$ cat src/rtl/branch_predictor.sv
// Dynamic branch predictor: direct-mapped BTB with saturating counters.
// Fetch lookup is combinational; EX-stage resolution trains the tables and flags mispredicts.
module branch_predictor #(
    parameter int WIDTH    = 32,
    parameter int ENTRIES  = 16,
    parameter int CTR_BITS = 2
) (
    input  logic             clk,
    input  logic             rst,
    input  logic [WIDTH-1:0] PC_F,
    output logic             predict_taken_F,
    output logic [WIDTH-1:0] predict_PCnext_F,
    input  logic             update_valid_E,
    input  logic [WIDTH-1:0] update_PC_E,
    input  logic             update_taken_E,
    input  logic [WIDTH-1:0] update_target_E,
    input  logic             update_is_jump_E,
    input  logic             predicted_taken_E,
    input  logic [WIDTH-1:0] predicted_target_E,
    output logic             mispredict_E,
    output logic [WIDTH-1:0] redirect_PC_E,
    output logic [WIDTH-1:0] branch_count,
    output logic [WIDTH-1:0] mispredict_count
);
    localparam int IDX = $clog2(ENTRIES);
    localparam int TAG = WIDTH - IDX - 2;

    localparam logic [CTR_BITS-1:0] CTR_ONE     = CTR_BITS'(1);
    localparam logic [CTR_BITS-1:0] CTR_MAX     = '1;
    localparam logic [CTR_BITS-1:0] CTR_WEAK_T  = CTR_BITS'(1 << (CTR_BITS - 1));
    localparam logic [CTR_BITS-1:0] CTR_WEAK_NT = CTR_WEAK_T - CTR_ONE;

    function automatic logic [CTR_BITS-1:0] sat_inc(input logic [CTR_BITS-1:0] c);
        return (c == CTR_MAX) ? c : c + CTR_ONE;
    endfunction

    function automatic logic [CTR_BITS-1:0] sat_dec(input logic [CTR_BITS-1:0] c);
        return (c == '0) ? c : c - CTR_ONE;
    endfunction

    logic [ENTRIES-1:0]  valid_q, valid_d;
    logic [CTR_BITS-1:0] ctr_q [ENTRIES];
    logic [CTR_BITS-1:0] ctr_d [ENTRIES];
    logic [TAG-1:0]      tag_q [ENTRIES];
    logic [TAG-1:0]      tag_d [ENTRIES];
    logic [WIDTH-1:0]    tgt_q [ENTRIES];
    logic [WIDTH-1:0]    tgt_d [ENTRIES];
    logic [WIDTH-1:0]    branch_count_q, branch_count_d;
    logic [WIDTH-1:0]    mispredict_count_q, mispredict_count_d;

    logic [IDX-1:0] f_idx, u_idx;
    logic [TAG-1:0] f_tag, u_tag;
    logic           f_hit, u_hit;

    assign f_idx = PC_F[IDX+1:2];
    assign f_tag = PC_F[WIDTH-1:IDX+2];
    assign u_idx = update_PC_E[IDX+1:2];
    assign u_tag = update_PC_E[WIDTH-1:IDX+2];

    assign f_hit = valid_q[f_idx] && (tag_q[f_idx] == f_tag);
    assign u_hit = valid_q[u_idx] && (tag_q[u_idx] == u_tag);

    assign predict_taken_F  = f_hit && ctr_q[f_idx][CTR_BITS-1];
    assign predict_PCnext_F = predict_taken_F ? tgt_q[f_idx] : PC_F + WIDTH'(4);

    assign mispredict_E  = update_valid_E &&
                           ((predicted_taken_E != update_taken_E) ||
                            (update_taken_E && (predicted_target_E != update_target_E)));
    assign redirect_PC_E = update_taken_E ? update_target_E : update_PC_E + WIDTH'(4);

    assign branch_count     = branch_count_q;
    assign mispredict_count = mispredict_count_q;

    always_comb begin
        valid_d            = valid_q;
        ctr_d              = ctr_q;
        tag_d              = tag_q;
        tgt_d              = tgt_q;
        branch_count_d     = branch_count_q + (update_valid_E ? WIDTH'(1) : WIDTH'(0));
        mispredict_count_d = mispredict_count_q + (mispredict_E ? WIDTH'(1) : WIDTH'(0));
        if (update_valid_E) begin
            if (u_hit) begin
                if (update_is_jump_E) begin
                    ctr_d[u_idx] = CTR_MAX;
                    tgt_d[u_idx] = update_target_E;
                end else begin
                    ctr_d[u_idx] = update_taken_E ? sat_inc(ctr_q[u_idx]) : sat_dec(ctr_q[u_idx]);
                    if (update_taken_E) begin
                        tgt_d[u_idx] = update_target_E;
                    end
                end
            end else if (update_taken_E) begin
                // Allocation replaces whatever aliased into this slot.
                valid_d[u_idx] = 1'b1;
                tag_d[u_idx]   = u_tag;
                tgt_d[u_idx]   = update_target_E;
                ctr_d[u_idx]   = update_is_jump_E ? CTR_MAX : CTR_WEAK_T;
            end
        end
    end

    always_ff @(posedge clk or posedge rst) begin
        if (rst) begin
            valid_q            <= '0;
            branch_count_q     <= '0;
            mispredict_count_q <= '0;
            for (int i = 0; i < ENTRIES; i++) begin
                ctr_q[i] <= CTR_WEAK_NT;
            end
        end else begin
            valid_q            <= valid_d;
            ctr_q              <= ctr_d;
            branch_count_q     <= branch_count_d;
            mispredict_count_q <= mispredict_count_d;
        end
    end

    // Tags and targets are qualified by valid, so they carry no reset.
    always_ff @(posedge clk) begin
        tag_q <= tag_d;
        tgt_q <= tgt_d;
    end
endmodule

$ cat config.mk
export PLATFORM = sky130hd
export DESIGN_NAME = branch_predictor
export DESIGN_NICKNAME = d
export VERILOG_FILES = /design/src/rtl/branch_predictor.sv
export SDC_FILE = /design/constraint.sdc
export NUM_CORES = 2
export LEC_CHECK = 0
export CORE_MARGIN = 4
export CORE_UTILIZATION = 35
export DETAILED_ROUTE_END_ITERATION = 16
export SYNTH_ARGS = -nofsm -noshare
export SYNTH_HDL_FRONTEND = slang
export SYNTH_SLANG_ARGS = --single-unit
export TNS_END_PERCENT = 5
$ cat constraint.sdc
create_clock -name clk -period 9.75 [get_ports clk]
set_input_delay 1.95 -clock clk [delete_from_list [all_inputs] [get_ports clk]]
set_output_delay 1.95 -clock clk [all_outputs]
set_load 0.01 [all_outputs]
==> results.yml <==
worst_hold_path:
  whs_path_depth: 1
  hold_path_class: "flop to flop"
  worstHoldEndpoint: "mispredict_count[31]"
  holdCritStartpoint: "mispredict_count[31]"
route:
  wl_per_cell_microns: 30.02
  routed.top_layer: "met5"
  drt_pass1_iterations: 5
  drt-met1-wl_mm: 72.75
  dr_wl_met2_mm: 77.96
  wl_met3_mm: 13.64
  drt-initial-drc-count: 3907
  ant_nets: 0
  drt-vias-per-instance: 5.806
  via_count: 32790
  drc: 0
  wirelength_mm: 169.6
layout:
  nFillCells: 13800
  seqCellArea_sq_um: 30690
  drive_gt1_share_pct: 31.11
  multi_input_area_sq_um: 21730
  finalNonFillerCells: 5648
  postLayoutCoreUtil_pct: 41.12
  area_growth_pct: 16.47
  nets: 3656
timing:
  final-setup-viol-count: 0
  tns_ns: 0
  fmax_mhz: 111.3
  max_slew_margin_pct: 14.85
  finalHoldViolations: 0
  grt_setup_unrepaired: "no"
  drv_slew: 0
  fin_skew_ns: 0.03950
  worst_pin_slew_ns: 1.266
  fin_crit_sh_pct: 92.14
  setup_ws_ns: 0.7660
  period_minus_slack_ns: 8.984
clock_network:
  cts_tree: "built"
  clkTransAtPathRegs_ns: 0.06
  clock_sinks: 1040
  cts_buffers: 115
  cts_setup_buffers: 0
  ctsHoldBuffers: 0
  cts_buffer_depth: 3
  insertion_delay_ns: 0.73
  h-tree-depth: 3
  clock-root-buffer: "clkbuf_16"
  cts_resized: 0
worst_setup_path:
  crit_path_frequent_cell: "buf_4"
  cp-start-kind: "input port"
  crit_path_max_fanout: 58
  reg2reg_to: "tgt_q[276]"
  critical_path_class: "input port to primary output"
  crit_chain: "buf_8 > buf_4 > mux4_2 > nor2b_1 > a211oi_1 > a21oi_1 > xnor2_1 > nor4_1 > nand4_1 > nor4_4 > buf_4 > mux2_2 > clkdlybuf4s50_1"
  slowest_stage: "nor4_1"
  required_ns: 7.80
  r2r_start: "tag_q[231]"
  rr_worst_depth: 11
  max_stage_delay_ns: 0.63
  arrival_ns: 7.03
  cp-startpoint: "PC_F[2]"
  rrSetupSlack_ns: 4.54
  critPathCaptureType: "primary output"
placed_design:
  dp_cells: 5426
  dp_slack_ns: 0.8958
  io_buffers: 263
  hpwl_mm: 108.3
  routabilityCongestion: 0.8811
synthesis:
  synth_area_sq_um: 53820
  ys_seq_area_share_pct: 57.02
  synth_top_family_by_area: "multiplexers"
  async_flop_share_pct: 10.77
  ys_ff_latch: 1040
  syn_avg_cell_area_sq_um: 16.35
  synthTopCellsByArea: "edfxtp_1 (52%), mux4_2 (15%), mux2_2 (8.7%)"
  synth_edf_count: 928
  muxShareOfSynthArea_pct: 29.25
  synthCells: 3292
  synthAdderAreaFrac_pct: 0.2278
  yosys_warnings: 0
  synthSimpleGateAreaFrac_pct: 3.682
  synth-main-ff-cell: "edfxtp_1"
  synthXorXnorAreaFrac_pct: 3.222
  yosysTopAreaCellShare_pct: 51.77
  synth_cell_types: 75
  synth_compound_area_share_pct: 3.715
  syn_nets: 3435
  synth_top_cell_by_area: "edfxtp_1"
floorplanning:
  std_cell_rows: 143
  initial_core_util_pct: 35.31
  io_pins: 264
  die_h_microns: 400.1
  coreArea_sq_um: 152400
  die-area_sq_um: 160100
  die_x_microns: 400.1
pwr:
  ir_drop_v: 0.0001267
  p_leak_nw: 20.86
  powerDensity_nw_per_um2: 175.8
run_status:
  status: "finished, final reports clean"
global_routing:
  grt.total_usage_pct: 20.75
  grt_pass1_vias: 32260
  grt_max_degree: 162
  grt_first_pass_wirelength_mm: 240.7
  grt.overflow.total: 0
  antenna_found_initial: 15
job:
  max_cap_violations: 0
## sequential cells by signal (all words and copies together) (netlist names)
signal            flops
tgt_q               512
tag_q               416
mispredict_count     32
branch_count         32
valid_q              16
ctr_q                32
## synthesized netlist by cell type (16+ instances only)
cell type	number
a21oi_1	27
a22oi_1	21
a31oi_1	39
and3_1	30
buf_1	32
buf_2	45
buf_4	57
clkbuf_1	133
dfrtp_1	96
dfstp_2	16
edfxtp_1	928
inv_1	33
mux2_1	160
mux2_2	415
mux2i_1	130
mux4_2	353
nand2_1	122
nand3_1	54
nand4_1	35
nor2_1	61
nor2b_1	22
nor3_1	18
o21ai_0	59
o21bai_1	16
o22ai_1	30
xnor2_1	126
xor2_1	72
## final cells by class
| type | count | share of cell area (%) |
|---|---|---|
| Sequential cell | 1040 | 48.96 |
| Tap cell | 2030 | 4.052 |
| Clock buffer | 154 | 5.004 |
| Clock inverter | 63 | 1.116 |
| Inverter | 36 | 0.2195 |
| Timing Repair Buffer | 384 | 5.972 |
| Antenna cell | 5 | 0.01996 |
| Multi-Input combinational cell | 1936 | 34.66 |
## where the power goes
| group | internal (mW) | leakage (nW) | total (mW) | switching (mW) |
|---|---|---|---|---|
| logic | 0.614 | 8.88 | 1.33 | 0.713 |
| clock network | 2.62 | 1.86 | 4.44 | 1.82 |
| registers | 5.12 | 10.1 | 5.25 | 0.131 |
## worst max-delay path, delay by kind of cell
kind / cells / cell delay, ns
buffers and inverters: 4 / 1.91
and+or+nand+nor: 4 / 1.47
muxes: 2 / 0.97
AOI/OAI and AO/OA: 2 / 0.32
xor gates and xnor gates: 1 / 0.20
## cell usage in the layout (no fill, tap or decap), types with 32 or more instances in the layout
cell type and n:
nand4_1 35, nor2_1 45, clkdlybuf4s50_1 253, mux2_2 415
a31oi_1 39, edfxtp_1 928, clkbuf_16 117, o21ai_0 59
buf_4 109, nand3_1 53, xor2_1 72, nand2_1 122
xnor2_1 126, mux2_1 160, inv_1 32, mux4_2 353
dfrtp_1 96, mux2i_1 130
## metrics by stage
step	hold WS [ns]	cell area (sq um)	total power, mW
after floorplan	0.4600	53820	6.062
after detailed placement	0.4784	58840	6.669
after global placement	0.4628	58840	6.652
final	0.4842	62690	11.02
after global routing	0.5021	62680	11.39
after CTS	0.4905	62680	11.11
## layer usage
metal	track usage, %	vias to the layer above
met3	3.971	264
met1	29.64	17290
met5	0	-
met2	32.38	1548
met4	5.764	8
li1	-	13680
## worst max path at each step
stage | end | slack, ns | cells after the start
2_1_floorplan | predict_PCnext_F[23] | 2.47 | 10
3_3_place_gp | predict_PCnext_F[13] | 0.86 | 13
3_5_place_dp | predict_PCnext_F[13] | 0.90 | 13
4_1_cts | predict_PCnext_F[13] | 0.89 | 13
5_1_grt | predict_PCnext_F[13] | 0.59 | 13
6_report | predict_PCnext_F[13] | 0.77 | 13
## cell families (layout without fill, tap and decap cells)
logic type,Yosys count,after routing
buf+inv,316,637
flops,1040,1040
simple gates,394,394
mux,1059,1059
xor+xnor,198,198
other cells,0,5
compound gates,275,275
fa+ha+maj,10,10
(Power assumes the default switching activity.)
